File: config.mk
export PLATFORM = sky130hd
export DESIGN_NAME = decode_stage
export DESIGN_NICKNAME = d
export VERILOG_FILES = /design/src/rtl/riscv_pkg.sv /design/src/rtl/register_file.sv /design/src/rtl/decode_stage.sv
export SDC_FILE = /design/constraint.sdc
export NUM_CORES = 2
export LEC_CHECK = 0
export ABC_AREA = 1
export BUFFER_PORTS_ARGS = -buffer_cell sky130_fd_sc_hd__buf_2
export CAP_MARGIN = 30
export CORE_MARGIN = 1
export CORE_UTILIZATION = 52
export DETAILED_ROUTE_END_ITERATION = 10
export PLACE_DENSITY = 0.81
export SLEW_MARGIN = 40
export SYNTH_ARGS = -nofsm -noshare
export SYNTH_HDL_FRONTEND = slang
export SYNTH_SLANG_ARGS = --single-unit
File: constraint.sdc
create_clock -name clk -period 1.3 [get_ports clk]
set_input_delay 0.26 -clock clk [delete_from_list [all_inputs] [get_ports clk]]
set_output_delay 0.26 -clock clk [all_outputs]
set_load 0.01 [all_outputs]
File: src/rtl/riscv_pkg.sv
// Shared RV32I pipeline definitions: field widths, immediate-format encodings
// and the ID/EX control bundle.
package riscv_pkg;

   localparam int XLEN       = 32;
   localparam int NREGS      = 32;
   localparam int REG_ADDR_W = 5;
   localparam int IMM_SRC_W  = 2;
   localparam int ALU_CTRL_W = 3;

   typedef enum logic [IMM_SRC_W-1:0] {
      IMM_I    = 2'b00,
      IMM_S    = 2'b01,
      IMM_B    = 2'b10,
      IMM_NONE = 2'b11
   } imm_src_t;

   typedef struct packed {
      logic                  regwrite;
      logic                  alusrc;
      logic                  memwrite;
      logic                  resultsrc;
      logic                  branch;
      logic [ALU_CTRL_W-1:0] alucontrol;
   } ctrl_t;

endpackage

File: src/rtl/register_file.sv
// Architectural register file: two combinational read ports with write-through
// bypass, one write port, x0 hardwired to zero, asynchronous active-low clear.
module register_file #(
   parameter int XLEN  = 32,
   parameter int NREGS = 32,
   parameter int AW    = $clog2(NREGS)
) (
   input  logic            clk,
   input  logic            rst,
   input  logic            we,
   input  logic [AW-1:0]   wa,
   input  logic [XLEN-1:0] wd,
   input  logic [AW-1:0]   ra1,
   input  logic [AW-1:0]   ra2,
   output logic [XLEN-1:0] rd1,
   output logic [XLEN-1:0] rd2
);

   // x0 has no storage; only entries 1..NREGS-1 exist
   logic [XLEN-1:0] regs_reg [1:NREGS-1];

   generate
      for (genvar gi = 1; gi < NREGS; gi++) begin : g_reg
         always_ff @(posedge clk or negedge rst) begin
            if (!rst) begin
               regs_reg[gi] <= '0;
            end else if (we && (wa == AW'(gi))) begin
               regs_reg[gi] <= wd;
            end
         end
      end
   endgenerate

   always_comb begin
      rd1 = '0;
      if (ra1 != '0) begin
         rd1 = (we && (wa == ra1)) ? wd : regs_reg[ra1];
      end
   end

   always_comb begin
      rd2 = '0;
      if (ra2 != '0) begin
         rd2 = (we && (wa == ra2)) ? wd : regs_reg[ra2];
      end
   end

endmodule

File: src/rtl/decode_stage.sv
// RV32I ID stage: instruction field slicing, register read, immediate
// extension and the ID/EX pipeline register with stall/flush.
module decode_stage #(
   parameter int XLEN  = 32,
   parameter int NREGS = 32
) (
   input  logic                             clk,
   input  logic                             rst,
   input  logic [31:0]                      InstrD,
   input  logic [XLEN-1:0]                  PCD,
   input  logic [XLEN-1:0]                  PCPlus4D,
   input  logic                             ValidD,
   output logic [6:0]                       Op,
   output logic [2:0]                       funct3,
   output logic [6:0]                       funct7,
   input  logic                             RegWriteD,
   input  logic                             ALUSrcD,
   input  logic                             MemWriteD,
   input  logic                             ResultSrcD,
   input  logic                             BranchD,
   input  logic [riscv_pkg::IMM_SRC_W-1:0]  ImmSrcD,
   input  logic [riscv_pkg::ALU_CTRL_W-1:0] ALUControlD,
   input  logic                             RegWriteW,
   input  logic [4:0]                       RDW,
   input  logic [XLEN-1:0]                  ResultW,
   input  logic                             FlushE,
   input  logic                             StallE,
   output logic                             RegWriteE,
   output logic                             ALUSrcE,
   output logic                             MemWriteE,
   output logic                             ResultSrcE,
   output logic                             BranchE,
   output logic [riscv_pkg::ALU_CTRL_W-1:0] ALUControlE,
   output logic [XLEN-1:0]                  RD1E,
   output logic [XLEN-1:0]                  RD2E,
   output logic [XLEN-1:0]                  ImmExtE,
   output logic [4:0]                       RS1E,
   output logic [4:0]                       RS2E,
   output logic [4:0]                       RDE,
   output logic [XLEN-1:0]                  PCE,
   output logic [XLEN-1:0]                  PCPlus4E,
   output logic                             ValidE
);

   import riscv_pkg::*;

   logic [4:0]      rs1, rs2, rd;
   logic [XLEN-1:0] rd1, rd2, imm_ext;
   ctrl_t           ctrl_d;

   assign Op     = InstrD[6:0];
   assign funct3 = InstrD[14:12];
   assign funct7 = InstrD[31:25];
   assign rs1    = InstrD[19:15];
   assign rs2    = InstrD[24:20];
   assign rd     = InstrD[11:7];

   assign ctrl_d = '{regwrite:   RegWriteD,
                     alusrc:     ALUSrcD,
                     memwrite:   MemWriteD,
                     resultsrc:  ResultSrcD,
                     branch:     BranchD,
                     alucontrol: ALUControlD};

   register_file #(.XLEN(XLEN), .NREGS(NREGS), .AW(5)) u_regfile (
      .clk (clk),
      .rst (rst),
      .we  (RegWriteW),
      .wa  (RDW),
      .wd  (ResultW),
      .ra1 (rs1),
      .ra2 (rs2),
      .rd1 (rd1),
      .rd2 (rd2)
   );

   always_comb begin
      imm_ext = '0;
      case (imm_src_t'(ImmSrcD))
         IMM_I:   imm_ext = {{(XLEN-12){InstrD[31]}}, InstrD[31:20]};
         IMM_S:   imm_ext = {{(XLEN-12){InstrD[31]}}, InstrD[31:25], InstrD[11:7]};
         IMM_B:   imm_ext = {{(XLEN-13){InstrD[31]}}, InstrD[31], InstrD[7],
                             InstrD[30:25], InstrD[11:8], 1'b0};
         default: imm_ext = '0;
      endcase
   end

   // ID/EX register
   ctrl_t           ctrl_reg, ctrl_next;
   logic [XLEN-1:0] rd1_reg, rd1_next, rd2_reg, rd2_next, imm_reg, imm_next;
   logic [XLEN-1:0] pc_reg, pc_next, pc4_reg, pc4_next;
   logic [4:0]      rs1_reg, rs1_next, rs2_reg, rs2_next, rd_reg, rd_next;
   logic            valid_reg, valid_next;

   always_comb begin
      ctrl_next  = ctrl_reg;
      rd1_next   = rd1_reg;
      rd2_next   = rd2_reg;
      imm_next   = imm_reg;
      pc_next    = pc_reg;
      pc4_next   = pc4_reg;
      rs1_next   = rs1_reg;
      rs2_next   = rs2_reg;
      rd_next    = rd_reg;
      valid_next = valid_reg;
      // Flush beats stall; an empty IF/ID slot becomes a bubble unless stalled
      if (FlushE || (!StallE && !ValidD)) begin
         ctrl_next  = '0;
         rd1_next   = '0;
         rd2_next   = '0;
         imm_next   = '0;
         pc_next    = '0;
         pc4_next   = '0;
         rs1_next   = '0;
         rs2_next   = '0;
         rd_next    = '0;
         valid_next = 1'b0;
      end else if (!StallE) begin
         ctrl_next  = ctrl_d;
         rd1_next   = rd1;
         rd2_next   = rd2;
         imm_next   = imm_ext;
         pc_next    = PCD;
         pc4_next   = PCPlus4D;
         rs1_next   = rs1;
         rs2_next   = rs2;
         rd_next    = rd;
         valid_next = 1'b1;
      end
   end

   always_ff @(posedge clk or negedge rst) begin
      if (!rst) begin
         ctrl_reg  <= '0;
         rd1_reg   <= '0;
         rd2_reg   <= '0;
         imm_reg   <= '0;
         pc_reg    <= '0;
         pc4_reg   <= '0;
         rs1_reg   <= '0;
         rs2_reg   <= '0;
         rd_reg    <= '0;
         valid_reg <= 1'b0;
      end else begin
         ctrl_reg  <= ctrl_next;
         rd1_reg   <= rd1_next;
         rd2_reg   <= rd2_next;
         imm_reg   <= imm_next;
         pc_reg    <= pc_next;
         pc4_reg   <= pc4_next;
         rs1_reg   <= rs1_next;
         rs2_reg   <= rs2_next;
         rd_reg    <= rd_next;
         valid_reg <= valid_next;
      end
   end

   assign RegWriteE   = ctrl_reg.regwrite;
   assign ALUSrcE     = ctrl_reg.alusrc;
   assign MemWriteE   = ctrl_reg.memwrite;
   assign ResultSrcE  = ctrl_reg.resultsrc;
   assign BranchE     = ctrl_reg.branch;
   assign ALUControlE = ctrl_reg.alucontrol;
   assign RD1E        = rd1_reg;
   assign RD2E        = rd2_reg;
   assign ImmExtE     = imm_reg;
   assign RS1E        = rs1_reg;
   assign RS2E        = rs2_reg;
   assign RDE         = rd_reg;
   assign PCE         = pc_reg;
   assign PCPlus4E    = pc4_reg;
   assign ValidE      = valid_reg;

endmodule

==> results of run 1 <==
## cell families after synthesis
family          Yosys count  synth area share [%]
simple gates           5124                 33.35
compound gates         1354                 11.33
buf+inv                1556                 10.01
flops                  1157                 45.31
## Yosys cell counts, drive strengths merged
| master | n | area [um2] |
|---|---|---|
| nand4 | 32 | 200.2 |
| a21oi | 134 | 670.6 |
| a32oi | 1 | 8.760 |
| dfrtp | 1157 | 28950 |
| inv | 772 | 2903 |
| a22o | 79 | 691.9 |
| a32o | 1 | 10.01 |
| o22ai | 6 | 37.54 |
| o211ai | 60 | 450.4 |
| nand3 | 1466 | 7382 |
| clkbuf | 375 | 1408 |
| o21ai | 1072 | 5365 |
| nor2 | 345 | 1333 |
| nand2 | 3264 | 12290 |
| clkinv | 2 | 7.510 |
| or2 | 17 | 106.4 |
| o31ai | 1 | 7.510 |
| buf | 407 | 2077 |
## metrics by stage
| stage | util [%] | setup slack, ps | TNS, ps | instances |
|---|---|---|---|---|
| CTS | 66.15 | -443.9 | -56680 | 11526 |
| detailed placement | 60.28 | -838.1 | -378330 | 11071 |
| global placement | 60.28 | -856.3 | -340040 | 11071 |
| floorplan | - | -68.18 | -2893 | 9191 |
## what timing repair did
action,CTS
resized for setup,313
hold buffers,120
pin swaps,121
setup buffers,123
setup endpoints to repair,224
endpoints found under the hold margin,1391
## metal layers
layer,global-route usage (%),overflow
met2,70.22,52
met4,47.30,43
met5,25.85,2
met1,58.77,5
met3,42.44,18
==> results.py, run 1 <==
metrics = {
    "synth": {
        "synth_nets": 9340,
        "yosysUniqueCellTypes": 27,
        "yosys_warnings": 0,
        "synth_cells": 9191,
        "yosysSeqAreaShare_pct": 45.31,
        "ys_ff_latch": 1157,
        "syn_area_per_cell_um2": 6.953,
        "syn_area_um2": 63910,
    },
    "timing": {
        "crit_endpoint": "ImmExtE[14]",
        "worstEpCategory": "top-level output",
    },
    "grt": {
        "antenna_found_initial": 47,
        "grt_overflow": 120,
        "grt_max_degree": 96,
        "grt_usage_pct": 56.02,
    },
    "floorplanning": {
        "ios": 350,
        "die_h_um": 352.6,
        "num_rows": 128,
        "start_util_pct": 52.43,
        "die_w_um": 352.6,
    },
    "clock_network": {
        "numCtsBuffers": 117,
        "htree_levels": 3,
        "cts_sinks": 1157,
        "clock_path_buffers": 3,
        "cts_root_buffer": "clkbuf_16",
    },
    "run_status": {
        "error_message": "[ERROR GRT-0232] Routing congestion too high. Check the congestion heatmap in the GUI.",
        "status": "stopped before the end",
        "lastStage": "5_1_grt",
    },
    "placement": {
        "postPlaceCellArea_um2": 73460,
        "port_buffers": 329,
        "hpwl_um": 169500,
        "place.gp.congestion": 0.9822,
    },
}
==> run 2: changes to the inputs <==
--- a/config.mk
+++ b/config.mk
@@ -9,9 +9,9 @@
 export BUFFER_PORTS_ARGS = -buffer_cell sky130_fd_sc_hd__buf_2
 export CAP_MARGIN = 30
 export CORE_MARGIN = 1
-export CORE_UTILIZATION = 52
+export CORE_UTILIZATION = 37
 export DETAILED_ROUTE_END_ITERATION = 10
-export PLACE_DENSITY = 0.81
+export PLACE_DENSITY_LB_ADDON = 0.15
 export SLEW_MARGIN = 40
 export SYNTH_ARGS = -nofsm -noshare
 export SYNTH_HDL_FRONTEND = slang
==> run 2 against run 1 <==
Synthesized cell count is the same. The flow now finishes, with violations (design-rule violations, negative setup slack). Area after synthesis is the same.
==> results.py, run 2 <==
metrics = {
    "timing": {
        "drv_slew": 0,
        "relSlewSlack_pct": 38.57,
        "layout_min_cycle_time_ps": 1827,
        "max_freq_ghz": 0.5473,
        "max_slew.worst_pin.slew_ps": 921.5,
        "setup_violations": 191,
        "finClkSkew_ps": 35.74,
        "finalCritPeriodShare_pct": 140.5,
        "hold_viol": 0,
        "rsz0062_at_grt": "yes",
        "hold-worst-slack_ps": 81.03,
        "tns_ps": -62580,
        "timing.final.ws_setup_ps": -527.1,
    },
    "power_and_ir_drop": {
        "switching_power_mw": 37.22,
        "power.density_nw_per_um2": 1357,
        "vdd.ir_drop.worst_mv": 1.062,
        "p_clk_share_pct": 35.9,
        "p_seq_share_pct": 40.3,
        "combPwrFrac_pct": 23.8,
        "sw_frac_of_total_pct": 32.28,
        "p_int_mw": 78.09,
        "p_leak_nw": 42.75,
    },
    "clock_network": {
        "numCtsBuffers": 140,
        "htree_levels": 4,
        "cts_tree": "yes",
        "cts_root_buffer": "clkbuf_16",
        "clock_latency_ps": 820,
        "clock_path_buffers": 3,
        "cts_sinks": 1157,
        "clk_pin_slew_ps": 60,
    },
    "setup_path": {
        "reg2reg_from": "u_regfile.regs_reg[102]",
        "cp-end-kind": "primary output",
        "crit_family": "flip-flops",
        "worst_ep_required_time_ps": 1040,
        "crit_chain": "buf_6",
        "ff2ff_path_depth": 9,
        "r2r_end": "RD1E[6]",
        "crit_arrival_ps": 1570,
        "critPathKind": "reg2out",
        "cp_num_cells": 1,
        "rrSetupSlack_ps": -120,
        "max_stage_delay_ps": 580,
        "start_kind": "register",
        "cpMaxStageDelayCell": "dfrtp_4",
        "cp_num_buf_inv": 1,
        "crit_fanout": 2,
    },
    "placement": {
        "postPlaceCellArea_um2": 74900,
        "place_inst": 11822,
        "place.gp.congestion": 0.9387,
        "port_buffers": 329,
        "hpwl_um": 190900,
    },
    "cells_and_area": {
        "final_common_cell": "nand2_1",
        "fillers": 16752,
        "drive_above_1_share_pct": 21.67,
        "syn2layout_area_growth_pct": 32.92,
        "instances_no_fill": 12385,
        "final_cell_mix": "nand2_1, nand3_1, dfrtp_1",
        "final_cell_area_um2": 84950,
        "largest_register_ffs": 992,
        "nNetsFinal": 10115,
    },
    "synth": {
        "synth_most_common_cell": "nand2_1",
        "yosys-top-cells-count": "nand2_1, nand3_1, dfrtp_1",
        "synth_edf_count": 0,
        "async_flop_share_pct": 100.0,
        "synth_top_cell_by_area": "dfrtp_1",
        "synth_top_area_share_pct": 45.31,
        "synthTopCellsByArea": "dfrtp_1, nand2_1, nand3_1",
        "yosys_warnings": 0,
        "synth_nets": 9340,
        "ys_ff_latch": 1157,
        "syn_area_per_cell_um2": 6.953,
        "syn_area_um2": 63910,
        "yosysUniqueCellTypes": 27,
        "synth_flop_cell": "dfrtp_1",
        "yosysSeqAreaShare_pct": 45.31,
        "synth_cells": 9191,
    },
    "grt": {
        "grt_max_degree": 105,
        "grt_first_pass_wirelength_um": 430700,
        "grt_pass1_vias": 63679,
        "grt_overflow": 0,
        "antenna_found_initial": 7,
        "grt_usage_pct": 33.14,
    },
    "detailed_routing": {
        "drtIter0Drc": 7819,
        "postRouteAntennaNets": 0,
        "first_pass_iters": 9,
        "via_per_inst": 5.472,
        "vias": 67773,
        "drt-wirelength-per-cell_um": 23.86,
        "wl_um": 295500,
        "route.detailed.drc": 3,
    },
    "run_status": {
        "violations": "design-rule violations, negative setup slack",
        "status": "complete, but fails checks",
    },
    "worst_hold_path": {
        "hp-class": "in2reg",
        "hold_path_end": "ValidE",
        "min_from": "ValidD",
        "hold_depth": 6,
    },
    "flow_run": {
        "maxCapViolations": 0,
    },
    "floorplanning": {
        "ios": 350,
        "die_w_um": 417.6,
        "start_util_pct": 37.25,
        "coreArea_um2": 171500,
        "num_rows": 152,
        "dieArea_um2": 174400,
        "die_h_um": 417.6,
    },
}
==> run 2: per-stage QoR <==
step | total power, mW | utilization, % | setup WS, ps
finish | 115.3 | 49.52 | -527.1
global route | 121.0 | 49.52 | -563.7
CTS | 113.4 | 48.01 | -559.9
detailed placement | 70.85 | 43.66 | -899.8
global placement | 70.33 | 43.66 | -880.1
floorplan | 60.55 | - | -68.18
==> run 2: worst max path at each step <==
| stage | startpoint | endpoint | slack, ps |
|---|---|---|---|
| final | RD1E[24] | RD1E[24] | -530 |
| after detailed placement | InstrD[18] | RD1E[19] | -900 |
| after global routing | RD1E[24] | RD1E[24] | -560 |
| after floorplan | InstrD[15] | RD1E[15] | -70 |
| after global placement | InstrD[18] | RD1E[19] | -880 |
| after CTS | RD1E[24] | RD1E[24] | -560 |
==> run 2: power groups by stage <==
stage               registers, mW  clock network (mW)  logic [mW]
floorplan                    45.7                   0        14.8
global placement             46.5                   0        23.9
detailed placement           46.6                   0        24.2
CTS                          46.1                41.9        25.4
global route                 47.1                43.3        30.5
finish                       46.5                41.4        27.4
==> run 2: per-layer routing <==
layer	up-vias	GRT usage [%]	routed length, um	part of all wire (%)
li1	30958	-	-	-
met1	32489	43.92	121400	41
met2	3540	51.00	130500	44
met3	782	7.010	27430	9.3
met4	4	16.81	16190	5.5
met5	-	0	31	0.010
==> run 2: layout make-up <==
cell class | count | area (um2) | area share, %
clock buffer | 206 | 4156 | 4.893
sequential | 1157 | 28990 | 34.13
clock inverter | 41 | 609.3 | 0.7173
multi-input combinational | 6478 | 30710 | 36.15
tap | 2310 | 2890 | 3.403
timing repair buffer | 1415 | 14620 | 17.21
antenna | 4 | 10.01 | 0.01178
inverter | 774 | 2964 | 3.489
==> run 2: cell families (layout without fill, tap and decap cells) <==
family,count (synthesis),after routing,share of synthesized area (%)
DFF,1157,1157,45.31
buffers and inverters,1556,2436,10.01
and+or+nand+nor,5124,5124,33.35
AOI/OAI and AO/OA,1354,1354,11.33
other,0,4,0
==> run 2: repair_timing <==
action	4_1_cts	5_1_grt
gates resized for setup	276	519
hold buffers	121	0
endpoints found under the hold margin	1586	0
buffers inserted	59	140
pin swaps	66	282
setup endpoints to repair	211	246
gates cloned	2	0
Power figures use the tool's default switching activity.
